==> config.mk <==
export PLATFORM = sky130hd
export DESIGN_NAME = lcd_text_display
export DESIGN_NICKNAME = d
export VERILOG_FILES = /design/src/rtl/lcd_text_display.sv
export SDC_FILE = /design/constraint.sdc
export NUM_CORES = 1
export LEC_CHECK = 0
export BUFFER_PORTS_ARGS = -buffer_cell sky130_fd_sc_hd__buf_4
export CAP_MARGIN = 10
export CORE_ASPECT_RATIO = 0.6
export CORE_MARGIN = 2
export CORE_UTILIZATION = 43
export DETAILED_ROUTE_END_ITERATION = 6
export GPL_TIMING_DRIVEN = 1
export PLACE_DENSITY = 0.81
export SYNTH_ARGS = -nofsm -noshare
export SYNTH_HDL_FRONTEND = slang
export SYNTH_SLANG_ARGS = --single-unit
==> constraint.sdc <==
create_clock -name CCLK -period 2.8 [get_ports CCLK]
set_input_delay 0.14 -clock CCLK [delete_from_list [all_inputs] [get_ports CCLK]]
set_output_delay 0.14 -clock CCLK [all_outputs]
set_load 0.02 [all_outputs]
==> src/rtl/lcd_text_display.sv <==
// lcd_text_display: HD44780-compatible 16x2 LCD driver, 4-bit write-only.
// Initialises the panel, then refreshes both lines forever from a
// 32-character string (char 0 in the top byte of strdata).
// Build option: define LCD_CURSOR_BLINK_EN to turn cursor and blink on.
module lcd_text_display #(
  parameter int unsigned POWERUP_WAIT    = 750000,
  parameter int unsigned INIT_WAIT_LONG  = 205000,
  parameter int unsigned INIT_WAIT_SHORT = 5000,
  parameter int unsigned E_SETUP         = 2,
  parameter int unsigned E_PULSE         = 12,
  parameter int unsigned E_HOLD          = 2,
  parameter int unsigned CMD_WAIT        = 2000,
  parameter int unsigned CLEAR_WAIT      = 82000
) (
  input  logic         CCLK,
  input  logic         cls,
  input  logic [255:0] strdata,
  output logic         rslcd,
  output logic         rwlcd,
  output logic         elcd,
  output logic [3:0]   lcdd
);

`ifdef LCD_CURSOR_BLINK_EN
  localparam logic [7:0] DISP_CMD = 8'h0F;
`else
  localparam logic [7:0] DISP_CMD = 8'h0C;
`endif

  localparam int unsigned MAX_A = (POWERUP_WAIT > INIT_WAIT_LONG) ? POWERUP_WAIT : INIT_WAIT_LONG;
  localparam int unsigned MAX_B = (INIT_WAIT_SHORT > CLEAR_WAIT) ? INIT_WAIT_SHORT : CLEAR_WAIT;
  localparam int unsigned MAX_C = (CMD_WAIT > E_PULSE) ? CMD_WAIT : E_PULSE;
  localparam int unsigned MAX_D = (E_SETUP > E_HOLD) ? E_SETUP : E_HOLD;
  localparam int unsigned MAX_AB = (MAX_A > MAX_B) ? MAX_A : MAX_B;
  localparam int unsigned MAX_CD = (MAX_C > MAX_D) ? MAX_C : MAX_D;
  localparam int unsigned MAX_ALL = (MAX_AB > MAX_CD) ? MAX_AB : MAX_CD;
  // One spare bit so count+1 never wraps before reaching the longest phase.
  localparam int unsigned CW = $clog2(MAX_ALL + 1) + 1;

  typedef logic [CW-1:0] cnt_t;

  typedef enum logic [2:0] {
    T_POWERUP, T_INIT, T_CONFIG, T_ADDR1, T_LINE1, T_ADDR2, T_LINE2
  } top_t;

  typedef enum logic [2:0] {
    P_IDLE, P_SETUP, P_PULSE, P_HOLD, P_WAIT
  } ph_t;

  top_t       r_top, w_top, w_src;
  ph_t        r_ph, w_ph;
  cnt_t       r_cnt, w_cnt, r_wait, w_wait, w_len;
  logic [3:0] r_idx, w_idx, r_nib, w_nib;
  logic       r_hi, w_hi, r_rs, w_rs, r_e, w_e;
  logic [7:0] r_byte, w_byte, w_bsel, w_char;
  logic [4:0] w_kinv;
  logic       w_done, w_issue;

  // Next-state: phase timing, nibble sequencing and byte capture.
  always_comb begin
    w_top   = r_top;
    w_ph    = r_ph;
    w_cnt   = r_cnt + cnt_t'(1);
    w_idx   = r_idx;
    w_hi    = r_hi;
    w_byte  = r_byte;
    w_rs    = r_rs;
    w_nib   = r_nib;
    w_wait  = r_wait;
    w_issue = 1'b0;
    w_src   = (r_top == T_POWERUP) ? T_INIT : r_top;
    w_kinv  = 5'd31 - {(w_src == T_LINE2), r_idx};
    w_char  = strdata[{w_kinv, 3'b000} +: 8];

    case (w_src)
      T_CONFIG: begin
        case (r_idx[1:0])
          2'd0:    w_bsel = 8'h28;
          2'd1:    w_bsel = DISP_CMD;
          2'd2:    w_bsel = 8'h06;
          default: w_bsel = 8'h01;
        endcase
      end
      T_ADDR1: w_bsel = 8'h80;
      T_ADDR2: w_bsel = 8'hC0;
      default: w_bsel = w_char;
    endcase

    case (r_ph)
      P_IDLE:  w_len = cnt_t'(POWERUP_WAIT);
      P_SETUP: w_len = cnt_t'(E_SETUP);
      P_PULSE: w_len = cnt_t'(E_PULSE);
      P_HOLD:  w_len = cnt_t'(E_HOLD);
      default: w_len = r_wait;
    endcase
    w_done = ((r_cnt + cnt_t'(1)) >= w_len);

    // Zero-length phases are skipped so a 0 parameter costs no cycles.
    if (w_done) begin
      w_cnt = '0;
      case (r_ph)
        P_IDLE: w_issue = 1'b1;
        P_SETUP: begin
          if (E_PULSE != 0)      w_ph = P_PULSE;
          else if (E_HOLD != 0)  w_ph = P_HOLD;
          else if (r_wait != '0) w_ph = P_WAIT;
          else                   w_issue = 1'b1;
        end
        P_PULSE: begin
          if (E_HOLD != 0)       w_ph = P_HOLD;
          else if (r_wait != '0) w_ph = P_WAIT;
          else                   w_issue = 1'b1;
        end
        P_HOLD: begin
          if (r_wait != '0) w_ph = P_WAIT;
          else              w_issue = 1'b1;
        end
        default: w_issue = 1'b1;
      endcase
    end

    if (w_issue) begin
      w_cnt = '0;
      if (w_src == T_INIT) begin
        w_rs  = 1'b0;
        w_nib = (r_idx == 4'd3) ? 4'h2 : 4'h3;
        case (r_idx[1:0])
          2'd0:    w_wait = cnt_t'(INIT_WAIT_LONG);
          2'd1:    w_wait = cnt_t'(INIT_WAIT_SHORT);
          default: w_wait = cnt_t'(CMD_WAIT);
        endcase
        if (r_idx == 4'd3) begin
          w_top = T_CONFIG;
          w_idx = '0;
          w_hi  = 1'b1;
        end else begin
          w_top = T_INIT;
          w_idx = r_idx + 4'd1;
        end
      end else if (r_hi) begin
        // High nibble: capture the whole byte so the low nibble cannot tear.
        w_byte = w_bsel;
        w_nib  = w_bsel[7:4];
        w_rs   = (w_src == T_LINE1) || (w_src == T_LINE2);
        w_wait = '0;
        w_hi   = 1'b0;
      end else begin
        w_nib  = r_byte[3:0];
        w_wait = ((r_top == T_CONFIG) && (r_idx == 4'd3)) ? cnt_t'(CLEAR_WAIT) : cnt_t'(CMD_WAIT);
        w_hi   = 1'b1;
        case (r_top)
          T_CONFIG: begin
            if (r_idx == 4'd3) begin w_top = T_ADDR1; w_idx = '0; end
            else w_idx = r_idx + 4'd1;
          end
          T_ADDR1: begin w_top = T_LINE1; w_idx = '0; end
          T_LINE1: begin
            if (r_idx == 4'd15) begin w_top = T_ADDR2; w_idx = '0; end
            else w_idx = r_idx + 4'd1;
          end
          T_ADDR2: begin w_top = T_LINE2; w_idx = '0; end
          T_LINE2: begin
            if (r_idx == 4'd15) begin w_top = T_ADDR1; w_idx = '0; end
            else w_idx = r_idx + 4'd1;
          end
          default: w_top = r_top;
        endcase
      end
      if (E_SETUP != 0)      w_ph = P_SETUP;
      else if (E_PULSE != 0) w_ph = P_PULSE;
      else if (E_HOLD != 0)  w_ph = P_HOLD;
      else if (w_wait != '0) w_ph = P_WAIT;
      else                   w_ph = P_SETUP;
    end

    w_e = (w_ph == P_PULSE);
  end

  // State and output registers; cls restarts from power-up.
  always_ff @(posedge CCLK) begin
    if (cls) begin
      r_top  <= T_POWERUP;
      r_ph   <= P_IDLE;
      r_cnt  <= '0;
      r_idx  <= '0;
      r_hi   <= 1'b1;
      r_byte <= '0;
      r_rs   <= 1'b0;
      r_nib  <= '0;
      r_e    <= 1'b0;
      r_wait <= '0;
    end else begin
      r_top  <= w_top;
      r_ph   <= w_ph;
      r_cnt  <= w_cnt;
      r_idx  <= w_idx;
      r_hi   <= w_hi;
      r_byte <= w_byte;
      r_rs   <= w_rs;
      r_nib  <= w_nib;
      r_e    <= w_e;
      r_wait <= w_wait;
    end
  end

  assign rslcd = r_rs;
  assign rwlcd = 1'b0;
  assign elcd  = r_e;
  assign lcdd  = r_nib;

endmodule

==> impl_metrics.toml <==
[finish]
final_cells = 980
n_antenna_cell = 0
nets = 1095
area_growth_pct = 54.2
drive_above_1_share_pct = 59.6
final_core_util_pct = 67.9

[timing]
fin_crit_ns = 3.15
max_freq_ghz = 0.318
hold_viol_final = 0
finClkSkew_ns = 0.00942
relSlewSlack_pct = 55.0
post-route-period-util_pct = 112
grt_setup_unrepaired = "true"
worst_pin_slew_ns = 0.674
finalMaxSlewViolations = 0
final-setup-viol-count = 51
whs_ns = 0.247
fin_ws_ns = -0.347

[setup_path]
worstPathArrival_ns = 3.33
critPathKind = "register to register"
critical_path_required_ns = 2.98
cp-end-kind = "register"
worstPathMaxFanout = 8
cp-start-kind = "register"

[synth]
synth_top_flop_cell = "dfxtp_1"
yosysSeqAreaShare_pct = 19.7
synth_area_leaders = "mux4_2, dfxtp_1, ha_1"
synth_edf_count = 0
synth_top_area_cell = "mux4_2"
netlist_area_um2 = 5290
yosys_warnings = 0
synthCells = 526
synth_top_area_share_pct = 31.9
synth_seq_cells = 52
ys_async_sr_fraction_pct = 0
syn_area_per_cell_um2 = 10.1
synth_cell_types = 62

[global_routing]
grt_antenna_before_repair = 0
grt.overflow.total = 0
grt_pass1_wl_mm = 33.3
grt_pass1_vias = 6003
track_usage_pct = 32.8
grt_max_degree = 34

[power]
p_int_uw = 1740
p_switching_uw = 757
p_per_area_nw_per_um2 = 306
clock_power_share_pct = 25.8
combPwrFrac_pct = 41.7
p_sw_share_pct = 30.3
ir_worst_vdd_mv = 0.196
p_leak_uw = 0.00337
seqPwrFrac_pct = 32.5

[place]
place_hpwl_mm = 18.2
gp_congestion = 1.03
place_inst = 964
dp_slack_ns = -0.385
port-buffer-count = 263

[routing]
drt_pass1_iterations = 5
route.detailed.drc = 0
drt_iter0_drc = 653
wl_met2_mm = 10.6
wl_met3_mm = 2.06
via_count = 5871
wl_mm = 22.1
viasPerCell = 5.99
wl_per_cell_um = 22.5
drtAntennaViolNets = 0
met1_length_mm = 8.71
highest_layer = "met4"

[hold_path]
min_path_type = "input pin to register"

[die]
row_count = 31
die_area_um2 = 13200
start_util_pct = 44.0
die_w_um = 147
coreArea_um2 = 12000
fp.dieH_um = 89.9
boundaryPins = 265

[run_status]
violations = "negative setup slack"
status = "complete, but fails checks"

[run]
cap_violations = 0

[clock_network]
cts_sinks = 52
clock_latency_ns = 0.30
numCtsBuffers = 5
hold_buffers = 0
clk_pin_slew_worst_paths_ns = 0.07
htreeDepth = 2
cts_tree = "yes"
root_buffer = "clkbuf_16"
clk_path_buf_depth = 2
[sequential cells by signal (all words and copies together) (netlist names), 3 cells and up]
| name | flops |
|---|---|
| lcdd | 4 |
| r_byte | 4 |
| r_cnt | 21 |
| r_idx | 4 |
| r_ph | 3 |
| r_top | 3 |
| r_wait | 10 |
[placed cells by master (no fill, tap or decap), types with 4 or more instances in the layout]
cell / count
nand4_1: 13
nor3_1: 13
nor2b_4: 10
inv_1: 11
nand2b_1: 5
buf_6: 8
clkbuf_16: 5
nand2_2: 8
a21oi_1: 42
xnor2_1: 12
o21ai_0: 9
nor2_2: 4
mux2i_1: 13
ha_1: 21
and3_1: 4
nor2_1: 42
nand3_1: 20
mux4_2: 75
nor4_1: 4
dfxtp_2: 11
a21oi_2: 7
nand2_1: 25
dfxtp_1: 39
buf_4: 311
o211ai_1: 5
nor2b_1: 10
xor2_1: 4
[cells by family (layout without fill, tap and decap cells)]
group	count (synthesis)	in the layout	share of synthesized area, %
AND/OR/NAND/NOR	182	182	18.9
other	1	2	0.0709
flip-flops	52	52	19.7
buffers and inverters	54	341	5.11
AO/OA/AOI/OAI	104	105	12.7
adder cells (fa/ha/maj)	23	23	5.44
multiplexers	89	89	34.6
XOR/XNOR	21	21	3.48
[cell type report]
class | instances | area [um^2]
timing repair buffer | 322 | 2480
clock buffer | 6 | 139
fill | 925 | 3860
sequential | 52 | 1060
inverter | 11 | 41.3
tap | 165 | 206
multi-input combinational | 422 | 4220
clock inverter | 2 | 10.0
[repair_timing]
item                                    in CTS  in global routing
pin swaps                                   14                  7
gates cloned                                 0                  1
buffers inserted                             5                  2
endpoints found under the setup margin      51                 51
endpoints found under the hold margin        0                  0
gates resized for setup                     42                 17
[worst max-delay path, cell delays in order, from the launching register on]
cell,delay [ns]
dfxtp_4,0.36
buf_6,0.12
nand3_4,0.11
nor3_4,0.29
nand4_1,0.22
xnor2_2,0.19
ha_1,0.29
nand2_1,0.06
a21oi_1,0.06
a2111o_1,0.57
o21ai_4,0.35
o41ai_1,0.13
a21oi_1,0.27
[power groups by stage]
stage	Sequential, uW	Combinational [uW]	Clock [uW]
floorplan	806	551	0
global placement	822	964	0
detailed placement	823	989	0
CTS	807	1020	637
global route	813	1100	673
finish	810	1040	644
[path summary, 6_finish.rpt]
kind | startpoint | endpoint | slack [ns] | cells past startpoint
setup / recovery | r_cnt[0]$_SDFF_PP0_ | r_top[2]$_SDFFE_PP0P_ | -0.35 | 12
hold / removal | cls | r_wait[13]$_SDFFE_PP0P_ | 0.25 | 2
setup reg to reg | r_cnt[0]$_SDFF_PP0_ | r_top[2]$_SDFFE_PP0P_ | -0.35 | 12
hold reg to reg | lcdd[3]$_SDFFE_PP0P_ | lcdd[3]$_SDFFE_PP0P_ | 0.48 | 2
[cell usage after synthesis (11+ instances only)]
| library cell | n |
|---|---|
| inv_1 | 11 |
| o21ai_0 | 11 |
| dfxtp_1 | 52 |
| nor3_1 | 14 |
| xnor2_1 | 15 |
| nand4_1 | 13 |
| nand3_1 | 22 |
| clkbuf_1 | 23 |
| nand2_1 | 35 |
| nor2_1 | 47 |
| mux4_2 | 75 |
| mux2i_1 | 13 |
| ha_1 | 23 |
| a21oi_1 | 48 |
[metal layers]
layer	GRT usage [%]	vias up
li1	-	2610
met5	0	-
met2	53.7	343
met3	7.66	51
met1	43.3	2867
met4	10.2	0
[per-stage QoR]
step                cell area, um^2  TNS, ns  power (uW)
detailed placement             7720   -15.60        1810
CTS                            8070   -10.03        2460
global route                   8160   -20.69        2590
finish                         8160   -13.37        2490
global placement               7720    -6.69        1790
floorplan                      5340   -0.843        1360
(Power assumes the default switching activity.)
